<file path="config.mk">
export PLATFORM = sky130hd
export DESIGN_NAME = pc_unit
export DESIGN_NICKNAME = d
export VERILOG_FILES = /design/src/rtl/pc_pkg.sv /design/src/rtl/branch_target_adder.sv /design/src/rtl/pc_unit.sv
export SDC_FILE = /design/constraint.sdc
export NUM_CORES = 1
export LEC_CHECK = 0
export BUFFER_PORTS_ARGS = -buffer_cell sky130_fd_sc_hd__buf_4
export CAP_MARGIN = 20
export CORE_MARGIN = 2
export CORE_UTILIZATION = 50
export CTS_CLUSTER_SIZE = 25
export DETAILED_ROUTE_END_ITERATION = 8
export GPL_TIMING_DRIVEN = 0
export PLACE_DENSITY = 0.86
export SLEW_MARGIN = 20
export SYNTH_ARGS = -nofsm -noshare
export SYNTH_HDL_FRONTEND = slang
export SYNTH_HIERARCHICAL = 1
export SYNTH_SLANG_ARGS = --single-unit
</file>
<file path="constraint.sdc">
create_clock -name CLK -period 4.07 [get_ports CLK]
set_clock_uncertainty 0.05 [all_clocks]
set_input_delay 0.2035 -clock CLK [delete_from_list [all_inputs] [get_ports CLK]]
set_output_delay 0.2035 -clock CLK [all_outputs]
set_load 0.05 [all_outputs]
</file>
<file path="src/rtl/pc_pkg.sv">
// Shared constants and types for the program-counter stage.
// Width defaults, FSM state encoding and word-addressing constants.
package pc_pkg;

  localparam int PC_WIDTH_DEFAULT        = 32;
  localparam int OFFSET_WIDTH_DEFAULT    = 8;
  localparam int STALL_CNT_WIDTH_DEFAULT = 16;

  localparam logic [31:0] RESET_PC_DEFAULT = 32'h0000_0000;

  // Offsets count instructions; shifting by two turns them into byte offsets.
  localparam int WORD_SHIFT = 2;

  localparam int SEXT_FILL_DEFAULT = PC_WIDTH_DEFAULT - OFFSET_WIDTH_DEFAULT;

  typedef enum logic [1:0] {
    ST_BOOT  = 2'd0,
    ST_RUN   = 2'd1,
    ST_STALL = 2'd2
  } pc_state_e;

endpackage

</file>
<file path="src/rtl/branch_target_adder.sv">
// Branch/jump target: PC+4 plus the sign-extended instruction offset in bytes.
// Kept standalone so the pipelined core can reuse it in its execute stage.
module branch_target_adder
  import pc_pkg::*;
#(
  parameter int PC_WIDTH     = PC_WIDTH_DEFAULT,
  parameter int OFFSET_WIDTH = OFFSET_WIDTH_DEFAULT
) (
  input  logic [PC_WIDTH-1:0]     i_pc_plus4,
  input  logic [OFFSET_WIDTH-1:0] i_offset,
  output logic [PC_WIDTH-1:0]     o_target
);

  localparam int SEXT_FILL = PC_WIDTH - OFFSET_WIDTH;

  logic [PC_WIDTH-1:0] w_offset_sext;
  logic [PC_WIDTH-1:0] w_offset_bytes;

  assign w_offset_sext  = {{SEXT_FILL{i_offset[OFFSET_WIDTH-1]}}, i_offset};
  assign w_offset_bytes = w_offset_sext << WORD_SHIFT;

  // Wraps modulo 2^PC_WIDTH; there is deliberately no overflow indication.
  assign o_target = i_pc_plus4 + w_offset_bytes;

endmodule

</file>
<file path="src/rtl/pc_unit.sv">
// Program-counter register stage: selects sequential/branch/jump next PC,
// holds it across memory busy-waits and reports fetch-valid/redirect status.
module pc_unit
  import pc_pkg::*;
#(
  parameter int                  PC_WIDTH        = PC_WIDTH_DEFAULT,
  parameter int                  OFFSET_WIDTH    = OFFSET_WIDTH_DEFAULT,
  parameter logic [PC_WIDTH-1:0] RESET_PC        = PC_WIDTH'(RESET_PC_DEFAULT),
  parameter int                  STALL_CNT_WIDTH = STALL_CNT_WIDTH_DEFAULT
) (
  input  logic                       CLK,
  input  logic                       RESET,
  input  logic [PC_WIDTH-1:0]        PC_PLUS4,
  input  logic                       JUMP,
  input  logic                       BRANCH,
  input  logic                       ZERO,
  input  logic [OFFSET_WIDTH-1:0]    OFFSET,
  input  logic                       BUSYWAIT,
  output logic [PC_WIDTH-1:0]        PC,
  output logic                       INSTR_VALID,
  output logic                       REDIRECT,
  output logic [STALL_CNT_WIDTH-1:0] STALL_COUNT
);

  localparam logic [STALL_CNT_WIDTH-1:0] CNT_MAX = {STALL_CNT_WIDTH{1'b1}};
  localparam logic [STALL_CNT_WIDTH-1:0] CNT_ONE = {{(STALL_CNT_WIDTH-1){1'b0}}, 1'b1};

  pc_state_e                  r_state;
  logic [PC_WIDTH-1:0]        r_pc;
  logic                       r_instr_valid;
  logic                       r_redirect;
  logic [STALL_CNT_WIDTH-1:0] r_stall_cnt;

  pc_state_e                  w_state_nxt;
  logic [PC_WIDTH-1:0]        w_pc_nxt;
  logic                       w_instr_valid_nxt;
  logic                       w_redirect_nxt;
  logic                       w_stall_inc;
  logic [STALL_CNT_WIDTH-1:0] w_stall_cnt_nxt;

  logic [PC_WIDTH-1:0]        w_pc_plus4_al;
  logic [PC_WIDTH-1:0]        w_target;
  logic [PC_WIDTH-1:0]        w_next_pc;
  logic                       w_taken;
  logic                       w_unused_pc_lsbs;

  // The adder's low bits are meaningless here: the PC is always word aligned.
  assign w_pc_plus4_al    = {PC_PLUS4[PC_WIDTH-1:WORD_SHIFT], {WORD_SHIFT{1'b0}}};
  assign w_unused_pc_lsbs = &{1'b0, PC_PLUS4[WORD_SHIFT-1:0]};

  branch_target_adder #(
    .PC_WIDTH     (PC_WIDTH),
    .OFFSET_WIDTH (OFFSET_WIDTH)
  ) u_branch_target_adder (
    .i_pc_plus4 (w_pc_plus4_al),
    .i_offset   (OFFSET),
    .o_target   (w_target)
  );

  assign w_taken   = JUMP | (BRANCH & ZERO);
  assign w_next_pc = w_taken ? w_target : w_pc_plus4_al;

  // Next-state, next-PC and status decode for the BOOT/RUN/STALL sequencer.
  always_comb begin
    w_state_nxt       = r_state;
    w_pc_nxt          = r_pc;
    w_instr_valid_nxt = r_instr_valid;
    w_redirect_nxt    = r_redirect;
    w_stall_inc       = 1'b0;
    case (r_state)
      ST_BOOT: begin
        w_state_nxt       = ST_RUN;
        w_instr_valid_nxt = 1'b1;
        w_redirect_nxt    = 1'b0;
      end
      ST_RUN: begin
        if (BUSYWAIT) begin
          w_state_nxt       = ST_STALL;
          w_instr_valid_nxt = 1'b0;
          w_redirect_nxt    = 1'b0;
          w_stall_inc       = 1'b1;
        end else begin
          w_pc_nxt          = w_next_pc;
          w_instr_valid_nxt = 1'b1;
          w_redirect_nxt    = w_taken;
        end
      end
      ST_STALL: begin
        // The stalled instruction is still presented, so its branch decision
        // is taken from the cycle the stall lifts.
        if (BUSYWAIT) begin
          w_instr_valid_nxt = 1'b0;
          w_redirect_nxt    = 1'b0;
          w_stall_inc       = 1'b1;
        end else begin
          w_state_nxt       = ST_RUN;
          w_pc_nxt          = w_next_pc;
          w_instr_valid_nxt = 1'b1;
          w_redirect_nxt    = w_taken;
        end
      end
      default: begin
        w_state_nxt       = ST_BOOT;
        w_pc_nxt          = RESET_PC;
        w_instr_valid_nxt = 1'b0;
        w_redirect_nxt    = 1'b0;
      end
    endcase
  end

  // Saturating stall-cycle counter increment.
  always_comb begin
    w_stall_cnt_nxt = r_stall_cnt;
    if (w_stall_inc && (r_stall_cnt != CNT_MAX)) begin
      w_stall_cnt_nxt = r_stall_cnt + CNT_ONE;
    end else begin
      w_stall_cnt_nxt = r_stall_cnt;
    end
  end

  // State, PC, status and counter registers.
  always_ff @(posedge CLK or negedge RESET) begin
    if (!RESET) begin
      r_state       <= ST_BOOT;
      r_pc          <= RESET_PC;
      r_instr_valid <= 1'b0;
      r_redirect    <= 1'b0;
      r_stall_cnt   <= {STALL_CNT_WIDTH{1'b0}};
    end else begin
      r_state       <= w_state_nxt;
      r_pc          <= w_pc_nxt;
      r_instr_valid <= w_instr_valid_nxt;
      r_redirect    <= w_redirect_nxt;
      r_stall_cnt   <= w_stall_cnt_nxt;
    end
  end

  assign PC          = r_pc;
  assign INSTR_VALID = r_instr_valid;
  assign REDIRECT    = r_redirect;
  assign STALL_COUNT = r_stall_cnt;

endmodule

</file>
* Word level (Yosys, flattened, before mapping)
Index checks and enable logic that the tools add are counted.
Word-level totals: bits in registers 52, output and inout bits 50
Cells by class: add/sub/neg operators 2, equality and inequality tests 6, multiplexer cells 12, bitwise operators 3, reduce and logical (&&, ||, !) cells 5
Operator list (count):
- 32-bit 2-to-1 mux | 2
- 32-bit one-hot mux with 2 select lines | 1
- 32-bit adder | 1
- 16-bit by 1-bit adder with 16-bit output (second input constant) | 1
- 16-bit != test (second input constant) | 1
- 2-bit != test (second input constant) | 3
- 2-bit one-hot mux with 3 select lines | 1
- 1-bit 2-to-1 mux | 5
- 2-bit 2-to-1 mux | 2
- 2-bit AND reduction | 2
- 2-bit by 1-bit == test with 1-bit output (second input constant) | 1
- 2-bit == test (second input constant) | 1
- 2-bit logical NOT | 1
- 1-bit one-hot mux with 2 select lines | 1
- 2-bit OR reduction | 1
- 1-bit bitwise AND | 1
- 1-bit logical AND | 1
- 1-bit NOT | 1
- 1-bit bitwise OR | 1

* Logic depth before layout (Yosys ltp)
depth in word-level cells 5, gate-level depth with buffers 12

* By module
Netlist, hierarchy kept.
By module, submodules not included:
- pc_unit | times used 1, cells an instance 228, area an instance 2456.1 um^2, sequential area each 1301.2 um^2
- branch_target_adder | times used 1, cells an instance 226, area an instance 1660.3 um^2, sequential area each 0.0 um^2

* Worst setup path after synthesis
OpenSTA, ideal clock, no wires.
kind input to register, start input PC_PLUS4[2], end register r_pc[24], in the netlist PC[24], setup time 83 ps, arrival 2138 ps, data required time 3937 ps, path slack 1800 ps, cell stages on the path 12, path through ha_1 -> inv_1 -> fa_1 -> nor2b_4 -> o31a_4 -> a41oi_4 -> o31ai_4 -> a21oi_4 -> o31ai_2 -> xor2_1 -> mux2i_1 -> o21ai_0
On the way: cells in the longest elaborated chain, start to end 4
RTL lines:
- from (decl) | RTL line pc_unit.sv:13 | input logic [PC_WIDTH-1:0] PC_PLUS4,
- 32-bit adder | RTL line branch_target_adder.sv:23 | assign o_target = i_pc_plus4 + w_offset_bytes;
- via w_target[24] | RTL line pc_unit.sv:42 | logic [PC_WIDTH-1:0] w_target;
- 32-bit 2-to-1 mux | RTL line pc_unit.sv:61 | assign w_next_pc = w_taken ? w_target : w_pc_plus4_al;
- 32-bit 2-to-1 mux | RTL line pc_unit.sv:77, pc_unit.sv:91
- 32-bit one-hot mux with 2 select lines | RTL line pc_unit.sv:70 | case (r_state)
- to (signal assigned) | RTL line pc_unit.sv:131 | r_pc <= w_pc_nxt;
- to (decl) | RTL line pc_unit.sv:29 | logic [PC_WIDTH-1:0] r_pc;
The timed path passes the listed nets, and every way through them passes these cells. The select of a mux whose other input is x is not followed. A chain may end at the register's enable or synchronous reset.

* Worst setup path in the final report
Same ends and word-level chain as after synthesis.

==> results.sh <==
export IMPL_status="finished, final reports clean"
export IMPL_cts_sinks=52
export IMPL_ys_top_cells_by_count="nand2_1 (59), dfrtp_1 (52), o21ai_0 (44)"
export IMPL_seqPwrFrac=0.292
export IMPL_die_height_um=94.7
export IMPL_rsz0062_at_grt="no"
export IMPL_synth_avg_cell_area_um2=9.07
export IMPL_grt_pass1_wl_um=17000
export IMPL_synthMuxAreaShare=0.0793
export IMPL_io_pins=96
export IMPL_fp_dieW_um=94.7
export IMPL_numCtsBuffers=5
export IMPL_vias_per_cell=5.66
export IMPL_multi_input_area_um2=2690
export IMPL_maxCapViolCount=0
export IMPL_max_slew_margin=0.570
export IMPL_final_nets=638
export IMPL_whs_endpoint="PC[5]"
export IMPL_cp_top_family="compound AO/OA/AOI/OAI gates"
export IMPL_powerDensity_nw_per_um2=528
export IMPL_cp_slowest_cell="fa_1"
export IMPL_holdWs_ns=0.163
export IMPL_antenna_left=0
export IMPL_r2r_slack_ns=2.03
export IMPL_slew_viol_final=0
export IMPL_min_path_type="in -> reg"
export IMPL_synth_edf_count=0
export IMPL_ys_warn_count=6
export IMPL_reg2reg_to="PC[9]"
export IMPL_grt_overflow_total=0
export IMPL_htreeDepth=2
export IMPL_vias=3747
export IMPL_worst_setup_path_type="in -> reg"
export IMPL_hold_viol_final=0
export IMPL_insertion_delay_ns=0.30
export IMPL_antenna_found_initial=0
export IMPL_wl_um=10600
export IMPL_crit_cells=13
export IMPL_internal_power_uw=1360
export IMPL_tns_ns=0
export IMPL_ir_worst_vdd_uv=226
export IMPL_synth_xor_area_frac=0.0851
export IMPL_clk_root_buffer_cell="clkbuf_8"
export IMPL_die_area_um2=8970
export IMPL_worstHoldStart="PC_PLUS4[5]"
export IMPL_reg2reg_from="r_state[0]"
export IMPL_r2r_cells=8
export IMPL_layout_drive_gt1_share=0.242
export IMPL_synth_top_family_by_area="compound AO/OA/AOI/OAI gates"
export IMPL_cp_startpoint="PC_PLUS4[2]"
export IMPL_post_drt_wl_per_cell_um=16.0
export IMPL_clk_pin_slew_worst_paths_ns=0.09
export IMPL_critPathBufInv=2
export IMPL_syn_inst=454
export IMPL_tightestPinTransition_ns=0.645
export IMPL_total_leakage_power_uw=0.00240
export IMPL_hold_depth=3
export IMPL_antenna_cells_inserted=0
export IMPL_initial_core_util=0.509
export IMPL_p_sw_uw=1310
export IMPL_cts_tree="done"
export IMPL_drtIter0Drc=175
export IMPL_fin_crit_sh=0.595
export IMPL_synth_main_ff_cell="dfrtp_1"
export IMPL_cts_resized=0
export IMPL_synth_seq_cells=52
export IMPL_swShare=0.490
export IMPL_cp_data_required_time_ns=4.24
export IMPL_max_clock_freq_mhz=413
export IMPL_synth_top_area_share=0.316
export IMPL_syn_to_final_growth_pct=23.1
export IMPL_setup_viol=0
export IMPL_path_max_fanout=5
export IMPL_yosysMostFrequentCell="nand2_1"
export IMPL_port_buffers=93
export IMPL_crit_path_end_kind="flop"
export IMPL_grt_pass1_vias=3713
export IMPL_ys_top_cells_by_area="dfrtp_1 (32%), ha_1 (11%), mux2i_1 (7.3%)"
export IMPL_ys_seq_area_frac=0.316
export IMPL_fillerInstances=727
export IMPL_yosysUniqueCellTypes=65
export IMPL_synth_compound_area_frac=0.217
export IMPL_place_gp_congestion=0.896
export IMPL_netlist_area_um2=4120
export IMPL_cp_start_kind="input port"
export IMPL_yosys_area_share_simple=0.159
export IMPL_pwr_share_clk=0.130
export IMPL_worst_path_largest_cell_delay_ns=0.43
export IMPL_grt_max_degree=53
export IMPL_synthAdderAreaFrac=0.111
export IMPL_comb_power_share=0.578
export IMPL_power_uw=2670
export IMPL_cp_cell_sequence="buf_4 -> ha_1 -> inv_1 -> fa_1 -> nor2b_4 -> o31a_4 -> a41oi_4 -> o31ai_4 -> a21oi_4 -> o31ai_2 -> xor2_1 -> mux2i_1 -> o21ai_0"
export IMPL_synth_area_leader_cell="dfrtp_1"
export IMPL_regArea_um2=1300
export IMPL_drc=0
export IMPL_hpwl_um=8480
export IMPL_fin_crit_ns=2.42
export IMPL_clk_path_buf_depth=2
export IMPL_critPathArrivalTime_ns=2.59
export IMPL_synth_async_reset_ratio=1.00
export IMPL_core_area_um2=8090
export IMPL_rows=33
export IMPL_first_pass_iters=4
export IMPL_grt_usage=0.236
## how the worst max path moves through the flow
stage,slack [ns],endpoint
2_1_floorplan,1.80,PC[24]
3_3_place_gp,1.46,PC[24]
3_5_place_dp,1.31,PC[24]
4_1_cts,1.65,PC[24]
5_1_grt,1.51,PC[31]
6_report,1.65,PC[24]
## stage by stage
step	std cells	instance area, um^2	setup slack, ns	utilization
2_1_floorplan	455	4120	1.80	-
3_3_place_gp	653	4950	1.46	0.612
3_5_place_dp	653	4950	1.31	0.612
4_1_cts	662	5070	1.65	0.626
5_1_grt	662	5070	1.51	0.626
6_report	662	5070	1.65	0.626
## what timing repair did
| action | in CTS | in global routing |
|---|---|---|
| setup buffers | 0 | 0 |
| hold buffers | 1 | 0 |
| hold endpoints to repair | 52 | 0 |
## power groups by stage
stage	clock network, uW	registers, uW	logic, uW
finish	347	780	1550
global placement	0	779	1500
global route	377	796	1660
detailed placement	0	788	1540
floorplan	0	1240	616
CTS	350	779	1550
## cells by family (layout without fill, tap and decap cells)
| kind of cell | after synthesis | in the layout |
|---|---|---|
| AO/OA/AOI/OAI | 131 | 131 |
| flip-flops | 52 | 52 |
| adder cells (fa/ha/maj) | 36 | 36 |
| multiplexers | 32 | 32 |
| other | 1 | 2 |
| AND/OR/NAND/NOR | 132 | 132 |
| XOR/XNOR | 40 | 40 |
| buffers and inverters | 30 | 132 |
## metal layers
layer  wire [um]  share of wire  track usage
met2        5360           0.51        0.416
met4         314          0.030       0.0978
met1        4490           0.42        0.296
met3         404          0.038       0.0215
met5           0              0            0
## placed cells by master (no fill, tap or decap), types with 2 or more instances in the layout
master | netlist | layout
a211oi_1 | 3 | 3
a21o_1 | 7 | 7
a21oi_1 | 31 | 31
a21oi_2 | 5 | 5
a22o_1 | 3 | 3
a311oi_1 | 2 | 2
a31oi_1 | 2 | 2
and2_1 | 2 | 2
and2_2 | 2 | 2
and3_1 | 7 | 7
buf_2 | 8 | 8
buf_4 | 2 | 95
clkbuf_1 | 7 | 8
clkbuf_8 | 0 | 5
conb_1 | 1 | 2
dfrtp_1 | 52 | 52
ha_1 | 35 | 35
inv_1 | 13 | 13
mux2i_1 | 30 | 30
nand2_1 | 59 | 59
nand2b_1 | 2 | 2
nand3_1 | 10 | 10
nand4_1 | 11 | 11
nand4b_1 | 2 | 2
nor2_1 | 18 | 18
nor2b_1 | 4 | 4
nor3_1 | 3 | 3
o21a_1 | 4 | 4
o21ai_0 | 44 | 44
o21ai_1 | 4 | 4
o21bai_1 | 6 | 6
o221ai_1 | 2 | 2
or3_1 | 2 | 2
xnor2_1 | 31 | 31
xor2_1 | 9 | 9
## worst min-delay path, delay by kind of cell
kind / cells / cell delay [ns]
AOI/OAI and AO/OA: 1 / 0.14
buffers and inverters: 1 / 0.08
muxes: 1 / 0.06
## area by class of cell
class | instances | area share
Timing Repair Buffer | 94 | 0.140
Clock inverter | 2 | 0.00691
Inverter | 13 | 0.00963
Sequential cell | 52 | 0.257
Clock buffer | 6 | 0.0143
Buffer | 17 | 0.0160
Multi-Input combinational cell | 373 | 0.531
Tap cell | 105 | 0.0259
## flip-flops by register name, indices dropped and copies added, names as in the netlist
register,flops
INSTR_VALID,1
PC,32
REDIRECT,1
STALL_COUNT,16
r_state,2
Note: power is estimated with default switching activity, not from simulation.
